`config.mk`:
```
export PLATFORM = sky130hd
export DESIGN_NAME = lif_neuron_flat
export DESIGN_NICKNAME = d
export VERILOG_FILES = /design/src/rtl/lif_neuron_if.sv /design/src/rtl/lif_neuron.sv /design/src/flat_wrapper.sv
export SDC_FILE = /design/constraint.sdc
export NUM_CORES = 1
export LEC_CHECK = 0
export CORE_ASPECT_RATIO = 1.4
export CORE_MARGIN = 8
export CORE_UTILIZATION = 61
export DETAILED_ROUTE_END_ITERATION = 12
export PLACE_DENSITY_LB_ADDON = 0.15
export SLEW_MARGIN = 20
export SYNTH_ARGS = -nofsm -noshare
export SYNTH_HDL_FRONTEND = slang
export SYNTH_SLANG_ARGS = --single-unit
```
`constraint.sdc`:
```
create_clock -name clk -period 10.26 [get_ports clk]
set_input_delay 3.078 -clock clk [delete_from_list [all_inputs] [get_ports clk]]
set_output_delay 3.078 -clock clk [all_outputs]
set_load 0.02 [all_outputs]
```
`src/rtl/lif_neuron_if.sv`:
```
// rtl/lif_neuron_if.sv - weight/tick inputs and spike/state outputs of the lif neuron
interface lif_neuron_if #(
  parameter int VMEM_W = 16,
  parameter int TS_W   = 8
);
  logic              kill;
  logic              w_valid;
  logic [7:0]        w_data;
  logic              tick;
  logic              spike_out;
  logic [VMEM_W-1:0] vmem;
  logic              refrac_busy;
  logic [7:0]        spike_cnt;
  logic [TS_W-1:0]   t_now;
  logic [TS_W-1:0]   t_last_spike;

  modport master (
    output kill, w_valid, w_data, tick,
    input  spike_out, vmem, refrac_busy, spike_cnt, t_now, t_last_spike
  );

  modport slave (
    input  kill, w_valid, w_data, tick,
    output spike_out, vmem, refrac_busy, spike_cnt, t_now, t_last_spike
  );
endinterface

```
`src/rtl/lif_neuron.sv`:
```
// rtl/lif_neuron.sv - leaky integrate-and-fire neuron with refractory hold-off
module lif_neuron #(
  parameter int VMEM_W     = 16,
  parameter int THRESH     = 100,
  parameter int V_RESET    = 0,
  parameter int LEAK_SHIFT = 3,
  parameter int REFRAC     = 2,
  parameter int TS_W       = 8
) (
  input logic        clk,
  input logic        rst,
  lif_neuron_if.slave nif
);
  localparam int RC_W = (REFRAC < 2) ? 1 : $clog2(REFRAC + 1);

  typedef enum logic {ST_INTEG, ST_REFRAC} state_t;

  state_t            state;
  logic [RC_W-1:0]   rcnt;
  logic [VMEM_W-1:0] vmem_q;
  logic              spike_q;
  logic              busy_q;
  logic [7:0]        cnt_q;
  logic [TS_W-1:0]   t_now_q;
  logic [TS_W-1:0]   t_last_q;

  logic [VMEM_W+1:0] sum;
  logic [VMEM_W-1:0] v1;
  logic [VMEM_W-1:0] v2;
  logic              fire;

  // Two guard bits: bit VMEM_W+1 flags a negative result, bit VMEM_W an overflow.
  always_comb begin
    sum  = {2'b00, vmem_q}
         + (nif.w_valid ? {{(VMEM_W-6){nif.w_data[7]}}, nif.w_data} : '0);
    if (sum[VMEM_W+1])
      v1 = '0;
    else if (sum[VMEM_W])
      v1 = '1;
    else
      v1 = sum[VMEM_W-1:0];
    v2   = nif.tick ? (v1 - (v1 >> LEAK_SHIFT)) : v1;
    fire = nif.tick && (state == ST_INTEG) && (v2 >= VMEM_W'(THRESH));
  end

  always_ff @(posedge clk or negedge rst) begin
    if (!rst) begin
      state    <= ST_INTEG;
      rcnt     <= '0;
      vmem_q   <= '0;
      spike_q  <= 1'b0;
      busy_q   <= 1'b0;
      cnt_q    <= '0;
      t_now_q  <= '0;
      t_last_q <= '0;
    end else if (nif.kill) begin
      state   <= ST_INTEG;
      rcnt    <= '0;
      vmem_q  <= VMEM_W'(V_RESET);
      spike_q <= 1'b0;
      busy_q  <= 1'b0;
    end else begin
      spike_q <= 1'b0;
      if (nif.tick)
        t_now_q <= t_now_q + TS_W'(1);
      case (state)
        ST_INTEG: begin
          if (fire) begin
            spike_q  <= 1'b1;
            vmem_q   <= VMEM_W'(V_RESET);
            cnt_q    <= cnt_q + 8'd1;
            t_last_q <= t_now_q + TS_W'(1);
            if (REFRAC > 0) begin
              state  <= ST_REFRAC;
              rcnt   <= RC_W'(REFRAC);
              busy_q <= 1'b1;
            end
          end else begin
            vmem_q <= v2;
          end
        end
        ST_REFRAC: begin
          // Weights are dropped here; only ticks advance the hold-off.
          vmem_q <= VMEM_W'(V_RESET);
          if (nif.tick) begin
            rcnt <= rcnt - RC_W'(1);
            if (rcnt == RC_W'(1)) begin
              state  <= ST_INTEG;
              busy_q <= 1'b0;
            end
          end
        end
      endcase
    end
  end

  assign nif.spike_out    = spike_q;
  assign nif.vmem         = vmem_q;
  assign nif.refrac_busy  = busy_q;
  assign nif.spike_cnt    = cnt_q;
  assign nif.t_now        = t_now_q;
  assign nif.t_last_spike = t_last_q;
endmodule
```
`src/flat_wrapper.sv`:
```
// flat-port wrapper written by rule: the top's interface ports become plain ports
module lif_neuron_flat 
#(
  parameter int VMEM_W     = 16,
  parameter int THRESH     = 100,
  parameter int V_RESET    = 0,
  parameter int LEAK_SHIFT = 3,
  parameter int REFRAC     = 2,
  parameter int TS_W       = 8
)
  (clk, rst, nif_kill, nif_w_valid, nif_w_data, nif_tick, nif_spike_out, nif_vmem, nif_refrac_busy, nif_spike_cnt, nif_t_now, nif_t_last_spike);
  lif_neuron_if #(.VMEM_W(VMEM_W), .TS_W(TS_W)) nif_i ();
  input logic clk;
  input logic rst;
  input wire logic [$bits(nif_i.kill)-1:0] nif_kill;
  input wire logic [$bits(nif_i.w_valid)-1:0] nif_w_valid;
  input wire logic [$bits(nif_i.w_data)-1:0] nif_w_data;
  input wire logic [$bits(nif_i.tick)-1:0] nif_tick;
  output wire logic [$bits(nif_i.spike_out)-1:0] nif_spike_out;
  output wire logic [$bits(nif_i.vmem)-1:0] nif_vmem;
  output wire logic [$bits(nif_i.refrac_busy)-1:0] nif_refrac_busy;
  output wire logic [$bits(nif_i.spike_cnt)-1:0] nif_spike_cnt;
  output wire logic [$bits(nif_i.t_now)-1:0] nif_t_now;
  output wire logic [$bits(nif_i.t_last_spike)-1:0] nif_t_last_spike;
  assign nif_i.kill = nif_kill;
  assign nif_i.w_valid = nif_w_valid;
  assign nif_i.w_data = nif_w_data;
  assign nif_i.tick = nif_tick;
  assign nif_spike_out = nif_i.spike_out;
  assign nif_vmem = nif_i.vmem;
  assign nif_refrac_busy = nif_i.refrac_busy;
  assign nif_spike_cnt = nif_i.spike_cnt;
  assign nif_t_now = nif_i.t_now;
  assign nif_t_last_spike = nif_i.t_last_spike;
  lif_neuron #(.VMEM_W(VMEM_W), .THRESH(THRESH), .V_RESET(V_RESET), .LEAK_SHIFT(LEAK_SHIFT), .REFRAC(REFRAC), .TS_W(TS_W)) u_core (.clk(clk), .rst(rst), .nif(nif_i));
endmodule
```
Word-level counts from Yosys, hierarchy flattened
Cells that the tools add are included.
Widths: inputs -> output; s select.
{"block": "op_classes", "mux": 23, "n_reduce_logical": 6, "order_cmp": 1, "addsub": 5, "n_eq_ne": 4, "bitwise": 2}
{"op": "$mux 16", "count": 5}
{"op": "$pmux 16 s2", "count": 1}
{"op": "$add 16x18->18", "count": 1}
{"op": "$mux 18", "count": 1}
{"op": "$add 8x1->8 const B", "count": 2}
{"op": "$ge 16x7->1 const B", "count": 1}
{"op": "$sub 16x13->16", "count": 1}
{"op": "$mux 1", "count": 10}
{"op": "$mux 2", "count": 3}
{"op": "$ne 3x3->1 const B", "count": 2}
{"op": "$reduce_and 3->1", "count": 2}
{"op": "$pmux 1 s2", "count": 2}
{"op": "$pmux 2 s2", "count": 1}
{"op": "$reduce_and 2->1", "count": 2}
{"op": "$ne 3x2->1 const B", "count": 1}
{"op": "$eq 2x1->1 const B", "count": 1}
{"op": "$logic_and 1x1->1", "count": 2}
{"op": "$not 1->1", "count": 2}
{"op": "$sub 2x1->2 const B", "count": 1}
{"block": "totals", "ff_bits": 45, "wordCells": 49, "output_inout_bits": 42}

Depth between registers and ports, before layout
{"block": "logic_depth", "ltp_word": 11, "mapped_depth": 28, "depth_no_buf": 24}

Least setup slack after synthesis
Ideal clock, no wire load.
{"block": "synth_timing", "path_type": "in2reg", "from": "in nif_w_valid", "to": "reg u_core.cnt_q[1], in the netlist u_core.nif.spike_cnt[1]", "path_slack_ps": 1458, "arrival_ps": 8675, "cell_stages": 25, "required_time_ps": 10132, "path_cell_list": "buf_2 > and2_1 > ha_1 > fa_1 > a21oi_1 > o22ai_2 > a31oi_4 > or4_4 > nand2_1 > clkbuf_1 > o21ai_0 > inv_1 > ha_1 > clkbuf_1 > a21oi_1 > o211ai_1 > or2_1 > and3b_1 > a211o_1 > or3b_1 > or4_4 > nor4_4 > or2b_1 > buf_6 > mux2_1"}
{"block": "synth_via", "elab_chain_cells": 9}
{"element": "start, declared", "line": "flat_wrapper.sv:16", "source": "input wire logic [$bits(nif_i.w_valid)-1:0] nif_w_valid;"}
{"element": "$mux 18 (*)", "line": "lif_neuron.sv:35", "source": "+ (nif.w_valid ? {{(VMEM_W-6){nif.w_data[7]}}, nif.w_data} : '0);"}
{"element": "$add 16x18->18 (*)", "line": "lif_neuron.sv:35"}
{"element": "$mux 16", "line": "lif_neuron.sv:38", "source": "else if (sum[VMEM_W])"}
{"element": "$mux 16 (*)", "line": "lif_neuron.sv:36", "source": "if (sum[VMEM_W+1])"}
{"element": "$sub 16x13->16", "line": "lif_neuron.sv:42", "source": "v2 = nif.tick ? (v1 - (v1 >> LEAK_SHIFT)) : v1;"}
{"element": "$mux 16 (*)", "line": "lif_neuron.sv:42"}
{"element": "$ge 16x7->1 (*)", "line": "lif_neuron.sv:43", "source": "fire = nif.tick && (state == ST_INTEG) && (v2 >= VMEM_W'(THRESH));"}
{"element": "$logic_and 1x1->1 (*)", "line": "lif_neuron.sv:43"}
{"element": "$reduce_and 3->1 (no line) (*)"}
{"element": "end signal, assigned", "line": "lif_neuron.sv:71", "source": "cnt_q <= cnt_q + 8'd1;"}
{"element": "end, declared", "line": "lif_neuron.sv:23", "source": "logic [7:0] cnt_q;"}
Mark *: on every way between the ends. The rest lies on a longest branch, timed or not.
A chain may end at the register's enable or synchronous reset.

Worst setup path after layout
{"block": "layout_timing", "from": "in nif_w_valid", "to": "reg u_core.t_last_q[5], in the netlist u_core.nif.t_last_spike[5]"}
{"block": "layout_via", "elab_chain_cells": 9}
{"element": "$mux 18 (*)", "line": "lif_neuron.sv:35"}
{"element": "$add 16x18->18 (*)", "line": "lif_neuron.sv:35"}
{"element": "$mux 16", "line": "lif_neuron.sv:38"}
{"element": "$mux 16 (*)", "line": "lif_neuron.sv:36"}
{"element": "$sub 16x13->16", "line": "lif_neuron.sv:42"}
{"element": "$mux 16 (*)", "line": "lif_neuron.sv:42"}
{"element": "$ge 16x7->1 (*)", "line": "lif_neuron.sv:43"}
{"element": "$logic_and 1x1->1 (*)", "line": "lif_neuron.sv:43"}
{"element": "$reduce_and 3->1 (no line) (*)"}
{"element": "end signal, assigned", "line": "lif_neuron.sv:72", "source": "t_last_q <= t_now_q + TS_W'(1);"}
{"element": "end, declared", "line": "lif_neuron.sv:25", "source": "logic [TS_W-1:0] t_last_q;"}
Marks and branches as above.

==> results.json <==
{
  "pwr-share-clk_pct": 7.6,
  "final_hold_viol_count": 0,
  "cts_resized": 0,
  "min_period_over_period_pct": 94.5,
  "die_h_um": 112,
  "num_rows": 35,
  "routedWlPerCell_um": 18.8,
  "syn2layout_area_growth_pct": 16.8,
  "cts_made_buffers": 5,
  "slew_headroom_pct": 45.9,
  "globalRouteTotalUtil_pct": 23.7,
  "cts_tree": "yes",
  "min_period_ns": 9.69,
  "io_buffers": 54,
  "die_w_um": 84.5,
  "slew_violations": 0,
  "clkTransAtPathRegs_ns": 0.09,
  "fin_ws_ns": 0.568,
  "reg2reg_slack_ns": 3.73,
  "crit_type": "input pin to flip-flop",
  "syn_avg_cell_area_um2": 8.21,
  "htree_levels": 2,
  "r2r_cells": 22,
  "wl_mm": 11.3,
  "setup_viol": 0,
  "drt_iter0_drc": 253,
  "outcome": "completed",
  "ant_nets": 0,
  "synth_edf_count": 0,
  "peakVddDrop_mv": 0.244,
  "grt_pass1_wl_mm": 18.5,
  "swShare_pct": 52.8,
  "grt_max_degree": 46,
  "viasPerCell": 6.51,
  "ys_ff_latch": 45,
  "hpwl_mm": 8.69,
  "synth_nets": 526,
  "seq_power_share_pct": 16.6,
  "fmax_mhz": 103,
  "dr.pass1.iters": 5,
  "cts_root_buf": "clkbuf_8",
  "p_leak_nw": 2.10,
  "path_max_fanout": 12,
  "grt.overflow.total": 0,
  "post_cts_buffers": 0,
  "power_switching_mw": 0.956,
  "ys_warn_count": 0,
  "fin_tns_setup_ns": 0,
  "comb_power_share_pct": 75.8,
  "drv_cap": 0,
  "clk_path_buf_depth": 2,
  "hold_slack_ns": 0.468,
  "synthCells": 488,
  "route.detailed.drc": 0,
  "antenna_cells": 0,
  "dp_slack_ns": 0.331,
  "core_mm2": 0.00648,
  "seq_area_frac_synth_pct": 28.1,
  "synthesis.area_mm2": 0.00401,
  "power.internal_mw": 0.853,
  "boundaryPins": 55,
  "cts-hold-fix-buffers": 0,
  "rsz0062_at_grt": "no",
  "cp-start-kind": "input pin",
  "worstPathRequired_ns": 10.46,
  "clkSinkCount": 45,
  "ys_types": 73,
  "first_global_vias": 3949,
  "ys_async_sr_fraction_pct": 100,
  "dp_cells": 597,
  "place.gp.congestion": 1.03,
  "clock_latency_ns": 0.30,
  "clock_skew_ns": 0.00598,
  "end_kind": "flip-flop",
  "hold_path_class": "flip-flop to flip-flop",
  "layout.cells.non_filler": 605,
  "antenna_found_initial": 0,
  "arrival_ns": 9.89,
  "p_per_area_mw_per_mm2": 386,
  "initial_core_util_pct": 61.9,
  "fin_nets": 568,
  "synth-main-ff-cell": "dfrtp_1",
  "drive_gt1_share_pct": 7.16,
  "tightestPinTransition_ns": 0.804,
  "hold_depth": 1,
  "routed-via-count": 3940,
  "die_area_mm2": 0.00946
}
final cells by class:
class	instances	area [um2]
Clock inverter	3	43.8
Sequential cell	45	1130
Multi-Input combinational cell	393	2670
Clock buffer	5	68.8
Fill cell	527	1800
Tap cell	74	92.6
Timing Repair Buffer	60	583
Inverter	25	93.8
synth_stat cells (2+ instances only):
cell / n / area (um2)
a211o_1: 5 / 43.8
a211oi_1: 6 / 45.0
a21o_1: 8 / 60.1
a21oi_1: 34 / 170
a311oi_1: 5 / 43.8
a31oi_1: 4 / 25.0
and2_1: 12 / 75.1
and3_1: 7 / 43.8
buf_2: 5 / 25.0
buf_6: 2 / 22.5
clkbuf_1: 17 / 63.8
dfrtp_1: 45 / 1130
fa_1: 2 / 40.0
ha_1: 23 / 288
inv_1: 23 / 86.3
inv_2: 2 / 7.51
mux2_1: 6 / 67.6
mux2_2: 5 / 56.3
mux2i_1: 6 / 60.1
nand2_1: 37 / 139
nand2b_1: 8 / 50.1
nand3_1: 22 / 110
nand3b_1: 5 / 37.5
nand4_1: 8 / 50.1
nor2_1: 41 / 154
nor2b_1: 6 / 37.5
nor3_1: 16 / 80.1
nor4_1: 4 / 25.0
o211ai_1: 7 / 52.6
o21a_1: 3 / 22.5
o21ai_0: 28 / 140
o21ai_1: 4 / 20.0
o22ai_1: 4 / 25.0
o31ai_1: 2 / 15.0
or2_2: 2 / 12.5
or4_1: 2 / 15.0
or4_4: 2 / 22.5
xnor2_1: 25 / 219
xor2_1: 11 / 96.3
logic make-up after synthesis:
family / after synthesis / share of synthesized area (%)
simple gates: 183 / 23.8
compound gates: 131 / 21.9
buf+inv: 50 / 5.21
flops: 45 / 28.1
xor+xnor: 37 / 8.27
fa+ha+maj: 25 / 8.18
mux: 17 / 4.59
flip-flops by register name, indices dropped and copies added (netlist names):
name,cells
u_core.nif.refrac_busy,1
u_core.nif.spike_cnt,8
u_core.nif.spike_out,1
u_core.nif.t_last_spike,8
u_core.nif.t_now,8
u_core.nif.vmem,16
u_core.rcnt,2
u_core.state,1
metal layers:
metal,wire (um),global-route usage [%]
met1,4380,25.4
met2,5880,41.9
met3,599,3.98
met4,486,14.7
met5,0,0
per-stage QoR:
stage               cell area (um2)  power [mW]  util [%]
floorplan                      4010        1.27         -
global placement               4570        1.62      70.5
detailed placement             4570        1.64      70.5
CTS                            4680        1.79      72.2
global route                   4680        1.94      72.2
finish                         4680        1.81      72.2
final timing paths:
path,startpoint,to
worst max-delay path,nif_w_valid,u_core.nif.t_last_spike[5]
worst min-delay path,u_core.nif.spike_cnt[7],u_core.nif.spike_cnt[7]
worst max register to register,u_core.nif.vmem[0],u_core.nif.t_last_spike[5]
worst min register to register,u_core.nif.spike_cnt[7],u_core.nif.spike_cnt[7]
max in group asynchronous,rst,u_core.nif.spike_cnt[6]
min in group asynchronous,rst,u_core.nif.t_now[1]
worst max-delay path, stage by stage:
cell             delay (ns)
clkdlybuf4s50_1        0.58
and2_1                 0.23
ha_1                   0.20
fa_1                   0.44
a21oi_1                0.24
o22ai_2                0.17
a31oi_4                0.34
or4_4                  0.22
nand2_1                0.24
o21ai_0                0.48
inv_1                  0.09
ha_1                   0.36
a21oi_1                0.45
nor2b_1                0.08
o21ai_0                0.16
o21ai_0                0.11
nor2_1                 0.12
o22ai_1                0.10
a211oi_1               0.27
or3b_1                 0.39
or4_4                  0.43
nor4_4                 0.25
or2b_1                 0.44
mux2_2                 0.40
power groups by stage:
stage	registers, mW	clock network [mW]	logic (mW)
finish	0.301	0.137	1.37
global route	0.310	0.146	1.48
CTS	0.300	0.141	1.35
detailed placement	0.303	0	1.34
global placement	0.300	0	1.32
floorplan	0.348	0	0.921
layout by cell type, fill, tap and decap left out, types with 6 or more instances in the layout:
cell type        Yosys  routed
o211ai_1             7       7
a21oi_1             34      34
xor2_1              11      11
nand3_1             22      22
mux2i_1              6       6
a211oi_1             6       6
buf_4                0       7
a21o_1               8       8
nor2_1              41      41
dfrtp_1             45      45
nor2b_1              6       6
clkdlybuf4s50_1      0      53
xnor2_1             25      25
mux2_1               6       6
and2_1              12      12
o21ai_0             28      28
nand2_1             37      37
ha_1                23      23
nand4_1              8       8
nor3_1              16      16
inv_1               23      23
and3_1               7       7
nand2b_1             8       8
No activity file was read; power rests on OpenSTA's default activity.
